[config.mk]
export PLATFORM = sky130hd
export DESIGN_NAME = rd_tracker_multi
export DESIGN_NICKNAME = d
export VERILOG_FILES = /design/src/rtl/rd_tracker_multi_pkg.sv /design/src/rtl/rd_tracker_multi_sym_disp_step.sv /design/src/rtl/rd_tracker_multi.sv
export SDC_FILE = /design/constraint.sdc
export NUM_CORES = 1
export LEC_CHECK = 0
export CAP_MARGIN = 10
export CORE_ASPECT_RATIO = 0.9
export CORE_MARGIN = 2
export CORE_UTILIZATION = 40
export DETAILED_ROUTE_END_ITERATION = 10
export GPL_ROUTABILITY_DRIVEN = 0
export MAX_ROUTING_LAYER = met4
export PLACE_DENSITY = 0.7
export SYNTH_ARGS = -nofsm -noshare
export SYNTH_HDL_FRONTEND = slang
export SYNTH_SLANG_ARGS = --single-unit
[constraint.sdc]
create_clock -name clk -period 3 [get_ports clk]
set_input_delay 0.3 -clock clk [delete_from_list [all_inputs] [get_ports clk]]
set_output_delay 0.3 -clock clk [all_outputs]
set_load 0.02 [all_outputs]
[src/rtl/rd_tracker_multi_pkg.sv]
// rd_tracker_multi_pkg: shared constants and disparity width helper for the RD tracker
package rd_tracker_multi_pkg;
  localparam logic RD_MINUS = 1'b0;
  localparam logic RD_PLUS = 1'b1;
  localparam int MODE_INDEP = 0;
  localparam int MODE_CHAIN = 1;
  function automatic int disp_w(input int sym_w);
    return $clog2(sym_w) + 2;
  endfunction
endpackage

[src/rtl/rd_tracker_multi_sym_disp_step.sv]
// sym_disp_step: symbol disparity (stage 1) and RD rule/check on the registered disparity (stage 2)
module sym_disp_step
  import rd_tracker_multi_pkg::*;
#(
  parameter int SYM_W = 10,
  parameter int DW = disp_w(SYM_W)
) (
  input  logic [SYM_W-1:0]    sym,
  output logic signed [DW-1:0] d,
  input  logic signed [DW-1:0] d_q,
  input  logic                rd_in,
  output logic                rd_out,
  output logic                err
);
  localparam logic signed [DW-1:0] P2 = DW'(2);
  localparam logic signed [DW-1:0] M2 = -P2;
  logic zero, flip;
  always_comb begin
    d = '0;
    for (int i = 0; i < SYM_W; i++) d = d + DW'(sym[i]);
    d = (d <<< 1) - DW'(SYM_W);
  end
  assign zero = d_q == '0;
  assign flip = (d_q == P2 && rd_in == RD_MINUS) || (d_q == M2 && rd_in == RD_PLUS);
  assign err = !(zero || flip);
  // non-legal disparity forces RD to the sign of d
  assign rd_out = zero ? rd_in : flip ? ~rd_in : (d_q[DW-1] ? RD_MINUS : RD_PLUS);
endmodule

[src/rtl/rd_tracker_multi.sv]
// rd_tracker_multi: multi-lane 8b10b running-disparity tracker with saturating error count
module rd_tracker_multi
  import rd_tracker_multi_pkg::*;
#(
  parameter int LANES = 4,
  parameter int SYM_W = 10,
  parameter int MODE = 0,
  parameter int CNT_W = 16
) (
  input  logic                   clk,
  input  logic                   rst_n,
  input  logic                   i_valid,
  input  logic [LANES*SYM_W-1:0] i_sym,
  input  logic                   i_rd_load,
  input  logic [LANES-1:0]       i_rd_init,
  input  logic                   i_cnt_clr,
  output logic                   o_valid,
  output logic [LANES-1:0]       o_rd,
  output logic [LANES-1:0]       o_disp_err,
  output logic [CNT_W-1:0]       o_err_cnt
);
  localparam int DW = disp_w(SYM_W);
  localparam int EW = $clog2(LANES + 1);
  localparam int SW = CNT_W + EW;
  localparam logic [CNT_W-1:0] CNT_MAX = '1;
  logic s1_valid;
  logic signed [DW-1:0] d_c [LANES];
  logic signed [DW-1:0] d_q [LANES];
  logic [LANES-1:0] rd_q, rd_eff, rd_out, err, rd_next;
  logic [EW-1:0] n_err;
  logic [SW-1:0] sum;
  // a load in the same cycle as a stage-2 word becomes that word's entry RD
  assign rd_eff = i_rd_load ? (MODE == MODE_CHAIN ? {LANES{i_rd_init[0]}} : i_rd_init) : rd_q;
  genvar k;
  for (k = 0; k < LANES; k++) begin : g_lane
    logic ri, ro;
    if (MODE == MODE_CHAIN && k > 0) begin : g_chain
      assign ri = g_lane[k-1].ro;
    end else begin : g_own
      assign ri = rd_eff[k];
    end
    sym_disp_step #(.SYM_W(SYM_W), .DW(DW)) u_step (
      .sym(i_sym[k*SYM_W +: SYM_W]),
      .d(d_c[k]),
      .d_q(d_q[k]),
      .rd_in(ri),
      .rd_out(ro),
      .err(err[k])
    );
    assign rd_out[k] = ro;
  end
  always_comb begin
    rd_next = i_rd_load ? rd_eff : !s1_valid ? rd_q :
              MODE == MODE_CHAIN ? {LANES{rd_out[LANES-1]}} : rd_out;
    n_err = '0;
    for (int i = 0; i < LANES; i++) n_err = n_err + EW'(err[i]);
    sum = SW'(o_err_cnt) + SW'(n_err);
  end
  always_ff @(posedge clk or negedge rst_n) begin
    if (!rst_n) begin
      s1_valid <= 1'b0;
      d_q <= '{default: '0};
      rd_q <= '0;
      o_valid <= 1'b0;
      o_rd <= '0;
      o_disp_err <= '0;
      o_err_cnt <= '0;
    end else begin
      s1_valid <= i_valid;
      d_q <= d_c;
      rd_q <= rd_next;
      o_valid <= s1_valid;
      o_disp_err <= s1_valid ? err : '0;
      if (s1_valid) o_rd <= rd_out;
      o_err_cnt <= i_cnt_clr ? '0 : !s1_valid ? o_err_cnt :
                   sum > SW'(CNT_MAX) ? CNT_MAX : sum[CNT_W-1:0];
    end
  end
endmodule

==> results.yml <==
synth:
  synthAdderAreaFrac: 0.247
  synth_area_leaders: "dfrtp_1 (36%), fa_1 (16%), ha_1 (9.1%)"
  yosysTopAreaCellShare: 0.363
  ys_seq_elements: 50
  async_flop_share: 1.00
  muxShareOfSynthArea: 0.0305
  synth_warnings: 0
  synth_edf_count: 0
  yosys.area.top_type: "dfrtp_1"
  synthFlopType: "dfrtp_1"
  synth_most_common_cell: "inv_1"
  synth_area_sq_mm: 0.00345
  synthXorXnorAreaFrac: 0.0305
  synth_top_family_by_area: "adder cells"
  synth_compound_area_frac: 0.117
  synth-simple-area-share: 0.115
  synth_cell_types: 38
  synthCells: 347
  seq_area_frac_synth: 0.363
  syn_avg_cell_area_sq_um: 9.94
  mappedNetlistNets: 448
  yosys-top-cells-count: "inv_1 (79), dfrtp_1 (50), fa_1 (27)"
sta:
  period_needed_ns: 3.23
  fin_ws_ns: -0.234
  fin_hold_ws_ns: 0.425
  fmax_ghz: 0.309
  maxSlewViolCount: 0
  setup-violations-final: 32
  hold_violations: 0
  maxSlewHeadroom: 0.480
  worstMarginPinSlew_ns: 0.778
  rsz0062_at_grt: "true"
  finalSetupTns_ns: -3.80
  fin_crit_sh: 1.08
  clock_skew_ns: 0.0110
job:
  drv_cap: 0
floorplan:
  num_rows: 32
  core_sq_mm: 0.00849
  die_w_um: 102
  die_area_sq_mm: 0.00938
  die_h_um: 92.1
  ioPinCount: 74
  initial_utilization: 0.406
drt:
  drc_errors: 0
  drtIter0Drc: 111
  wirelength_mm: 7.21
  wl_per_cell_um: 12.7
  dr.pass1.iters: 4
  ant_nets: 0
  viasPerCell: 4.83
  vias: 2746
setup_path:
  reg2reg_depth: 12
  r2r_slack_ns: -0.23
  endpoint_kind: "flop"
  worst_setup_path_start_kind: "flop"
  cp-startpoint: "d_q[11]$_DFF_PN0_"
  critical_path_required_ns: 3.19
  timing.rr.end: "o_err_cnt[2]$_DFFE_PN0P_"
  crit_fanout: 4
  path_class: "flop to flop"
  cp.arrival_ns: 3.43
  crit_path_end: "o_err_cnt[2]$_DFFE_PN0P_"
  reg2reg_from: "d_q[11]$_DFF_PN0_"
status:
  violations: "negative setup slack"
  outcome: "complete, but fails checks"
power:
  ir_drop_mv: 0.225
  comb_power_share: 0.541
  power.density_mw_per_mm2: 610
  p_clk_frac: 0.122
  p_int_mw: 1.91
  p_sw_frac: 0.366
  power.share.sequential: 0.337
  p_leak_nw: 2.29
  net-switching-power_mw: 1.10
cts:
  root_buffer: "clkbuf_8"
  numClockSinks: 50
  clk_pin_slew_ns: 0.09
  insertion_delay_ns: 0.30
  cts_tree: "done"
  h-tree-depth: 2
  cts_buffer_depth: 2
  cts-buffers-inserted: 5
global_routing:
  grt_first_pass_wirelength_mm: 12.3
  grtUsageTotal: 0.169
  antenna_found_initial: 0
  grt_pass1_vias: 2808
  gr-total-overflow: 0
  grt_max_degree: 30
layout:
  layout-drive-gt1-share: 0.232
  finalNonFillerCells: 568
  seqCellArea_sq_mm: 0.00125
  num_antenna_cells: 0
  fillCellCount: 728
  utilization: 0.582
  multi_input_area_sq_mm: 0.00219
  nets: 550
  syn_to_final_growth_pct: 43.3
placed_design:
  portBuffers: 73
  dp.cells: 556
  pre_cts_ws_ns: -0.856
  dp_hpwl_mm: 5.74
hold_path:
  worstHoldPathCells: 1
  hp-start: "i_valid"
  hold_class: "input pin to flop"
## metal layers
layer | routed length, um | part of all wire | GRT usage
met2 | 3770 | 0.52 | 0.305
met5 | 0 | 0 | -
met4 | 161 | 0.022 | 0.0533
met3 | 353 | 0.049 | 0.0274
met1 | 2920 | 0.41 | 0.188
## cell usage in the layout, fill, tap and decap left out, types with 3 or more instances in the layout
master and n:
inv_1 68, clkdlybuf4s50_1 55, dfrtp_1 50, buf_4 27, nor2_1 20, fa_1 17, ha_1 17, a21oi_1 14
inv_2 11, fa_2 10, buf_6 10, nand2_1 9, dlygate4sd2_1 9, xor2_1 8, or4_1 8, ha_4 8
o21ai_0 7, a211oi_1 7, nand2b_1 6, nand4_1 6, mux2i_1 5, nand3_1 5, a31oi_1 5, clkbuf_8 5
xnor2_4 4, o21a_1 4, a21oi_2 4, mux2_2 4, a311oi_2 4, nor3_1 4, a21o_1 4, o211ai_1 4
o21bai_1 3
## power groups by stage
stage | clock, mW | sequential, mW | combinational [mW]
floorplan | 0 | 1.06 | 0.957
global placement | 0 | 1.02 | 1.46
detailed placement | 0 | 1.03 | 1.54
CTS | 0.378 | 1.02 | 1.63
global route | 0.413 | 1.04 | 1.84
finish | 0.368 | 1.02 | 1.63
## sequential cells by signal (all words and copies together), names as in the netlist
| register | count |
|---|---|
| rd_q | 4 |
| o_err_cnt | 16 |
| o_disp_err | 4 |
| d_q | 20 |
| s1_valid | 1 |
| o_valid | 1 |
| o_rd | 4 |
## worst min-delay path by stage
| stage | slack [ns] | to |
|---|---|---|
| floorplan | 0.004 | d_q[10]$_DFF_PN0_ |
| global placement | 0.31 | o_valid$_DFF_PN0_ |
| detailed placement | 0.31 | o_err_cnt[12]$_DFFE_PN0P_ |
| CTS | 0.42 | s1_valid$_DFF_PN0_ |
| global route | 0.41 | s1_valid$_DFF_PN0_ |
| finish | 0.43 | s1_valid$_DFF_PN0_ |
## stage by stage
step / total power, mW / area (sq um)
finish: 3.02 / 4940
global route: 3.29 / 4940
CTS: 3.02 / 4890
detailed placement: 2.57 / 4670
global placement: 2.49 / 4670
floorplan: 2.02 / 3650
## kinds of logic (layout without fill, tap and decap cells)
kind of cell / Yosys count / after routing
and+or+nand+nor: 73 / 73
buffers and inverters: 88 / 190
AOI/OAI and AO/OA: 62 / 62
adders and majority gates: 52 / 52
DFF: 50 / 50
muxes: 10 / 10
xor gates and xnor gates: 12 / 12
## worst max-delay path, cell delays in order (launching register included)
cell      delay (ns)
dfrtp_1         0.39
or4_1           0.53
mux2i_1         0.17
buf_4           0.15
fa_1            0.43
fa_2            0.36
inv_2           0.07
fa_2            0.20
and4_4          0.23
buf_6           0.12
nand3_4         0.11
buf_4           0.19
a211oi_1        0.19
## final cells by class
type | instances | share of cell area
tap | 119 | 0.0301
inverter | 79 | 0.0600
clock inverter | 1 | 0.00152
multi-input combinational | 209 | 0.442
sequential | 50 | 0.253
timing repair buffer | 104 | 0.198
clock buffer | 6 | 0.0147
## what timing repair did
action / in CTS / in global routing
hold buffers: 1 / 0
pin swaps: 35 / 24
cloned: 0 / 0
endpoints found under the setup margin: 32 / 32
endpoints found under the hold margin: 22 / 0
setup buffers: 3 / 1
gates resized for setup: 70 / 6
Note: power is estimated with default switching activity, not from simulation.
